==> src/rtl/uart_tx_if.sv <==
// Byte-producer handshake into the UART transmitter.
// The producer drives valid and data. The transmitter drives ready.
interface uart_tx_if;
  logic       tx_valid;
  logic [7:0] tx_data;
  logic       tx_ready;

  modport master (output tx_valid, output tx_data, input tx_ready);
  modport slave  (input tx_valid, input tx_data, output tx_ready);
endinterface

==> src/rtl/uart_tx.sv <==
// UART transmitter: start bit, 8 data bits LSB-first, stop bits, one-entry holding register, frame counter.
// Defining UART_TX_PARITY_EN inserts an even-parity bit and takes one stop bit away, so frame length is unchanged.
module uart_tx #(
  parameter int CLKS_PER_BIT = 9,
  parameter int STOP_BITS    = 2,
  parameter int NUM_PACKETS  = 256,
  localparam int FCW = $clog2(NUM_PACKETS)
) (
  input  logic           clk,
  input  logic           n_rst,
  uart_tx_if.slave       bus,
  output logic           tx,
  output logic           busy,
  output logic           frame_done,
  output logic [FCW-1:0] frame_count,
  output logic           buffer_finish
);
  localparam int CCW = $clog2(CLKS_PER_BIT);
`ifdef UART_TX_PARITY_EN
  localparam int STOP_LEN = STOP_BITS - 1;
`else
  localparam int STOP_LEN = STOP_BITS;
`endif
  localparam int BCW = (STOP_LEN > 8) ? $clog2(STOP_LEN) : 3;

  if (CLKS_PER_BIT < 2) begin : g_bad_cpb
    $error("uart_tx: CLKS_PER_BIT must be >= 2");
  end
  if (STOP_LEN < 1) begin : g_bad_stop
    $error("uart_tx: too few STOP_BITS for this frame format");
  end

  typedef enum logic [2:0] {
    IDLE,
    START,
    DATA,
`ifdef UART_TX_PARITY_EN
    PARITY,
`endif
    STOP
  } state_t;

  state_t         state, state_n;
  logic [CCW-1:0] clk_cnt, clk_cnt_n;
  logic [BCW-1:0] bit_cnt, bit_cnt_n;
  logic [7:0]     shifter, shifter_n;
  logic [7:0]     hold_q, hold_n;
  logic           hold_full, hold_full_n;
  logic           tx_n;
  logic           load;
  logic [7:0]     load_val;
  logic           accept, bit_end, stop_last, fc_wrap;
`ifdef UART_TX_PARITY_EN
  logic           par_q, par_n;
`endif

  assign bus.tx_ready  = !hold_full;
  assign accept        = bus.tx_valid && !hold_full;
  assign bit_end       = (clk_cnt == CCW'(CLKS_PER_BIT - 1));
  assign stop_last     = (bit_cnt == BCW'(STOP_LEN - 1));
  assign frame_done    = (state == STOP) && bit_end && stop_last;
  assign fc_wrap       = (frame_count == FCW'(NUM_PACKETS - 1));
  assign buffer_finish = frame_done && fc_wrap;
  assign busy          = (state != IDLE) || hold_full;

  always_comb begin
    state_n     = state;
    clk_cnt_n   = bit_end ? '0 : clk_cnt + 1'b1;
    bit_cnt_n   = bit_cnt;
    shifter_n   = shifter;
    hold_n      = hold_q;
    hold_full_n = hold_full;
    load        = 1'b0;
    load_val    = bus.tx_data;
    case (state)
      IDLE: begin
        clk_cnt_n = '0;
        bit_cnt_n = '0;
        // A byte left in the holding register by a late accept goes out after one idle cycle.
        if (hold_full) begin
          load        = 1'b1;
          load_val    = hold_q;
          hold_full_n = 1'b0;
          state_n     = START;
        end else if (accept) begin
          load    = 1'b1;
          state_n = START;
        end
      end
      START: if (bit_end) state_n = DATA;
      DATA: if (bit_end) begin
        shifter_n = {1'b0, shifter[7:1]};
        if (bit_cnt == BCW'(7)) begin
          bit_cnt_n = '0;
`ifdef UART_TX_PARITY_EN
          state_n   = PARITY;
`else
          state_n   = STOP;
`endif
        end else begin
          bit_cnt_n = bit_cnt + 1'b1;
        end
      end
`ifdef UART_TX_PARITY_EN
      PARITY: if (bit_end) state_n = STOP;
`endif
      STOP: if (bit_end) begin
        if (stop_last) begin
          bit_cnt_n = '0;
          if (hold_full) begin
            load        = 1'b1;
            load_val    = hold_q;
            hold_full_n = 1'b0;
            state_n     = START;
          end else begin
            state_n = IDLE;
          end
        end else begin
          bit_cnt_n = bit_cnt + 1'b1;
        end
      end
      default: state_n = IDLE;
    endcase
    if (accept && state != IDLE) begin
      hold_n      = bus.tx_data;
      hold_full_n = 1'b1;
    end
    if (load) shifter_n = load_val;
  end

`ifdef UART_TX_PARITY_EN
  assign par_n = load ? ^load_val : par_q;
`endif

  // The line level is computed from the next state, so tx itself is a plain flop.
  always_comb begin
    tx_n = 1'b1;
    case (state_n)
      START:   tx_n = 1'b0;
      DATA:    tx_n = shifter_n[0];
`ifdef UART_TX_PARITY_EN
      PARITY:  tx_n = par_n;
`endif
      default: tx_n = 1'b1;
    endcase
  end

  always_ff @(posedge clk or negedge n_rst) begin
    if (!n_rst) begin
      state       <= IDLE;
      clk_cnt     <= '0;
      bit_cnt     <= '0;
      shifter     <= '0;
      hold_q      <= '0;
      hold_full   <= 1'b0;
      tx          <= 1'b1;
      frame_count <= '0;
    end else begin
      state     <= state_n;
      clk_cnt   <= clk_cnt_n;
      bit_cnt   <= bit_cnt_n;
      shifter   <= shifter_n;
      hold_q    <= hold_n;
      hold_full <= hold_full_n;
      tx        <= tx_n;
      if (frame_done) frame_count <= fc_wrap ? '0 : frame_count + 1'b1;
    end
  end

`ifdef UART_TX_PARITY_EN
  always_ff @(posedge clk or negedge n_rst) begin
    if (!n_rst) par_q <= 1'b0;
    else        par_q <= par_n;
  end
`endif
endmodule

==> src/flat_wrapper.sv <==
// flat-port wrapper written by rule: the top's interface ports become plain ports
module uart_tx_flat 
#(
  parameter int CLKS_PER_BIT = 9,
  parameter int STOP_BITS    = 2,
  parameter int NUM_PACKETS  = 256,
  localparam int FCW = $clog2(NUM_PACKETS)
)
  (clk, n_rst, tx, busy, frame_done, frame_count, buffer_finish, bus_tx_valid, bus_tx_data, bus_tx_ready);
  uart_tx_if bus_i ();
  input  logic clk;
  input  logic n_rst;
  output logic tx;
  output logic busy;
  output logic frame_done;
  output logic [FCW-1:0] frame_count;
  output logic buffer_finish;
  input wire logic [$bits(bus_i.tx_valid)-1:0] bus_tx_valid;
  input wire logic [$bits(bus_i.tx_data)-1:0] bus_tx_data;
  output wire logic [$bits(bus_i.tx_ready)-1:0] bus_tx_ready;
  assign bus_i.tx_valid = bus_tx_valid;
  assign bus_i.tx_data = bus_tx_data;
  assign bus_tx_ready = bus_i.tx_ready;
  uart_tx #(.CLKS_PER_BIT(CLKS_PER_BIT), .STOP_BITS(STOP_BITS), .NUM_PACKETS(NUM_PACKETS)) u_core (.clk(clk), .n_rst(n_rst), .bus(bus_i), .tx(tx), .busy(busy), .frame_done(frame_done), .frame_count(frame_count), .buffer_finish(buffer_finish));
endmodule
==> config.mk <==
export PLATFORM = sky130hd
export DESIGN_NAME = uart_tx_flat
export DESIGN_NICKNAME = d
export VERILOG_FILES = /design/src/rtl/uart_tx_if.sv /design/src/rtl/uart_tx.sv /design/src/flat_wrapper.sv
export SDC_FILE = /design/constraint.sdc
export NUM_CORES = 1
export LEC_CHECK = 0
export ABC_CLOCK_PERIOD_IN_PS = 4600
export CAP_MARGIN = 10
export CELL_PAD_IN_SITES_DETAIL_PLACEMENT = 1
export CELL_PAD_IN_SITES_GLOBAL_PLACEMENT = 1
export CORE_MARGIN = 2
export CORE_UTILIZATION = 46
export CTS_CLUSTER_SIZE = 40
export DETAILED_ROUTE_END_ITERATION = 8
export GPL_TIMING_DRIVEN = 1
export PLACE_DENSITY_LB_ADDON = 0.1
export SLEW_MARGIN = 20
export SYNTH_ARGS = -nofsm -noshare
export SYNTH_HDL_FRONTEND = slang
export SYNTH_SLANG_ARGS = --single-unit
==> constraint.sdc <==
create_clock -name clk -period 4.6 [get_ports clk]
set_clock_uncertainty 0.15 [all_clocks]
set_input_delay 0.69 -clock clk [delete_from_list [all_inputs] [get_ports clk]]
set_output_delay 0.69 -clock clk [all_outputs]
set_load 0.02 [all_outputs]
* Word level (Yosys, flattened, before mapping)
Cells that the tools add are included.
W data, S select, Z words.
** Word-level totals
- Flip-flop bits (word level) :: 36
- Input bits :: 11
- Output and inout port bits :: 13
- Word-level logic and storage cells :: 76
** Operators by class
- Add/subtract/negate cells :: 3
- Equal/unequal tests :: 13
- Multiplexer cells :: 35
- Reduce and logical (&&, ||, !) cells :: 16
** Operators by type and width (count)
- $mux W8 :: 7
- $mux W3 :: 11
- $pmux W8 S2 :: 1
- $pmux W3 S4 :: 1
- $eq A3 B1 Y1 const B :: 3
- $eq A3 B2 Y1 const B :: 3
- $mux W1 :: 9
- $pmux W3 S3 :: 1
- $reduce_bool A3 Y1 :: 3
- $add A8 B1 Y8 const B :: 1
- $eq A8 B8 Y1 const B :: 1
- $mux W4 :: 2
- $ne A3 B2 Y1 const B :: 2
- $pmux W1 S2 :: 3
- $reduce_and A3 Y1 :: 2
- $logic_and A1 B1 Y1 :: 5
- $add A4 B1 Y4 const B :: 1
- $eq A4 B4 Y1 const B :: 1
- $ne A2 B1 Y1 const B :: 2
- $reduce_bool A2 Y1 :: 2
- $add A3 B1 Y3 const B :: 1
- $eq A3 B3 Y1 const B :: 1
- $logic_not A3 Y1 :: 1
- $reduce_and A2 Y1 :: 1
- other kinds (2) :: 2

* Longest topological paths before layout
- Depth in word-level cells :: 7
- Gate-level depth with buffers :: 8
- Depth with buffers taken out :: 7

* Worst setup path after synthesis
OpenSTA, ideal clock, no wires.
- Path type :: register -> output
- From :: register u_core.clk_cnt[0]
- To :: output buffer_finish
- Arrival :: 1.653 ns
- Data required time :: 3.760 ns
- Slack :: 2.107 ns
- Stages on the path, launching flop included :: 7
- Path buffers :: 0
- Cell sequence :: dfrtp_1 > inv_1 > ha_1 > nand4b_1 > nor3_2 > nand3_1 > nor2_1
** Between the ends
- Word-level cells in the longest chain between the ends :: 4
** RTL lines
- start: declaration :: line uart_tx.sv:44 : logic [CCW-1:0] clk_cnt, clk_cnt_n;
- start signal: assignment :: line uart_tx.sv:160 : clk_cnt <= clk_cnt_n;
- $eq A4 B4 Y1 :: line uart_tx.sv:59 : assign bit_end = (clk_cnt == CCW'(CLKS_PER_BIT - 1));
- $logic_and A1 B1 Y1 (2 in series) :: line uart_tx.sv:61 : assign frame_done = (state == STOP) && bit_end && stop_last;
- $logic_and A1 B1 Y1 :: line uart_tx.sv:63 : assign buffer_finish = frame_done && fc_wrap;
- end: declaration :: line flat_wrapper.sv:17 : output logic buffer_finish;
No other way between the ends.

* Final worst setup path
Ends and elaborated chain as after synthesis.

==> qor.csv <==
metric,value,unit
status,finished clean,
ys_ff_latch,36,
cts_htree_levels,2,
diodes,0,
vias_per_cell,5.57,
critical_path.slowest_cell,clkdlybuf4s50_1,
ff2ff_path_depth,8,
worstSkewPairLatency,300,ps
drtPass1Iterations,4,
fin_crit,3580,ps
rows,22,
holdWs,352,ps
path_cells,inv_1 > ha_1 > nand4b_1 > nor3_2 > buf_4 > nand3_1 > nor2_1 > clkdlybuf4s50_1,
cts_buffer_depth,2,
crit_path_max_fanout,14,
fin_setup_tns,0,ps
yosysSeqAreaShare,49.5,%
yosysTopAreaCell,dfrtp_1,
synth_fp_nets,180,
clk_pin_slew,70,ps
grt_pass1_vias,1420,
setup_violations,0,
r2r_start,u_core.clk_cnt[0]$_DFF_PN0_,
synthesis.area,1820,um2
routed_wl,4.00,mm
synth_top_area_share,48.0,%
cts_tree,yes,
ys_top_cells_by_area,"dfrtp_1 (48%), mux2_2 (9.9%), ha_1 (4.1%)",
crit_type,flip-flop to output port,
synth-edff-count,0,
yosys_most_used_dff,dfrtp_1,
die-area,4490,um2
hold_viol,0,
power_density,466,nW/um2
p_sw_share,30.9,%
dp_hpwl,2.86,mm
ctsHoldBuffers,0,
die_h,67.0,um
drive_above_1_share,17.3,%
grt_pass1_wl,7.01,mm
r2r-end,u_core.tx$_DFF_PN1_,
fillCellCount,427,
fmax,280,MHz
tightest_slew,654,ps
synth_area_per_cell,11.2,um2
synthCells,163,
cp.required,3760,ps
pin_count,24,
cts.sinks,36,
p_int,0.000712,W
whs_endpoint,u_core.clk_cnt[0]$_DFF_PN0_,
arrival,2740,ps
grt-ovfl-total,0,
p_clk_share,27.1,%
cap_violations,0,
ys_async_sr_fraction,100,%
core,3740,um2
p_leak,0.982,nW
relSlewSlack,56.3,%
hp-start,u_core.clk_cnt[0]$_DFF_PN0_,
drtIter0Drc,59,
finalCritPeriodShare,77.7,%
route.detailed.drc,0,
ctsRootBufferMaster,clkbuf_8,
grt_max_degree,37,
post_drt_wl_per_cell,16.7,um
post_cts_resized,0,
detail-route-antenna-nets,0,
end_kind,output port,
slew_viol_final,0,
layout.nets,207,
port_buffers,23,
antenna_found_initial,0,
area_delta_synth_final,21.2,%
initial_core_util,48.7,%
ys_types,39,
seqPwrFrac,46.7,%
cpPeakStageDelay,670,ps
design_area,2210,um2
die_w,67.0,um
regToRegSetupSlack,1860,ps
numCtsBuffers,5,
synth_warnings,0,
globalRouteTotalUtil,21.5,%
cts_setup_buffers,0,
switchingPower,0.000318,W
ir_drop,0.253,mV
vias,1332,
p_comb_share,26.2,%
dpl-instance-area,2100,um2
place.gp.congestion,0.749,
rsz0062_at_grt,false,
hp-class,flip-flop to flip-flop,
critPathLaunchType,flip-flop,
min_path_cells,1,
-- state kept, by name, indices dropped and copies added, names as in the netlist --
name / count
u_core.bit_cnt: 3
u_core.clk_cnt: 4
u_core.frame_count: 8
u_core.hold_full: 1
u_core.hold_q: 8
u_core.shifter: 8
u_core.state: 3
u_core.tx: 1
-- layer usage --
layer | global-route usage (%) | routed length [um] | up-vias
met5 | 0 | 0 | -
met4 | 6.38 | 52 | 0
met3 | 6.25 | 150 | 5
met2 | 34.9 | 1940 | 24
met1 | 27.7 | 1850 | 671
li1 | - | - | 632
-- cell usage in the layout (no fill, tap or decap), types with 4 or more instances in the layout --
cell type and n:
nor2_1 12, nand3_1 9, nor2b_1 4, inv_1 6
xnor2_1 5, nand4_1 4, xor2_1 4, ha_1 6
o21ai_0 10, nand2_1 8, mux2i_1 6, clkdlybuf4s50_1 23
dfrtp_1 35, clkbuf_8 5, mux2_2 16, a21oi_1 4
-- logic make-up (layout without fill, tap and decap cells) --
group / after synthesis / in the layout / synth area share, %
and+or+nand+nor: 50 / 50 / 15.0
DFF: 36 / 36 / 49.5
AOI/OAI and AO/OA: 26 / 26 / 9.47
muxes: 23 / 23 / 14.4
buffers and inverters: 12 / 40 / 3.09
xor gates and xnor gates: 9 / 9 / 4.32
adders and majority gates: 6 / 6 / 4.12
other: 1 / 1 / 0.206
-- power by group through the flow --
| stage | Clock, W | Sequential (W) | Combinational [W] |
|---|---|---|---|
| floorplan | 0 | 0.000466 | 0.000198 |
| global placement | 0 | 0.000478 | 0.000254 |
| detailed placement | 0 | 0.000488 | 0.000272 |
| CTS | 0.000284 | 0.000481 | 0.000275 |
| global route | 0.000302 | 0.000496 | 0.000300 |
| finish | 0.000279 | 0.000481 | 0.000270 |
-- layout make-up --
class	count	area (um2)	area share [%]
flip-flops and latches	36	902	40.8
clock buffers	6	72.6	3.28
repair buffers	26	253	11.4
well taps	48	60.1	2.72
clock inverters	2	35.0	1.58
multi-input cells	115	866	39.2
inverters	6	22.5	1.02
-- critical path: cells and delay by family, from the launching register on --
family / cells / cell delay, ps
adders and majority gates: 1 / 260
buffers and inverters: 3 / 990
and+or+nand+nor: 4 / 780
DFF: 1 / 420
-- Yosys cell counts (all sizes together), types with 2 or more instances --
cell type  count
a211oi         2
a21oi          4
a31oi          2
and3           2
buf            4
clkbuf         2
dfrtp         35
ha             6
inv            6
mux2          16
mux2i          7
nand2          8
nand2b         3
nand3          9
nand4          4
nor2          12
nor2b          4
nor3           3
o21ai         10
xnor2          5
xor2           4
-- per-stage QoR --
stage	setup WS [ps]	total power [W]	utilization, %	std cells
finish	1020	0.00103	59.1	239
global route	841	0.00110	59.1	239
CTS	996	0.00104	59.1	239
detailed placement	1380	0.000760	56.2	231
global placement	1540	0.000731	56.2	231
floorplan	2110	0.000663	-	163
-- worst max path at each step --
stage / slack (ps) / startpoint / to
after CTS: 1000 / u_core.clk_cnt[0]$_DFF_PN0_ / buffer_finish
after floorplan: 2110 / u_core.clk_cnt[0]$_DFF_PN0_ / buffer_finish
after global routing: 840 / u_core.clk_cnt[0]$_DFF_PN0_ / buffer_finish
final: 1020 / u_core.clk_cnt[0]$_DFF_PN0_ / buffer_finish
after detailed placement: 1380 / u_core.clk_cnt[0]$_DFF_PN0_ / buffer_finish
after global placement: 1540 / u_core.clk_cnt[0]$_DFF_PN0_ / buffer_finish
No activity file was read; power rests on OpenSTA's default activity.
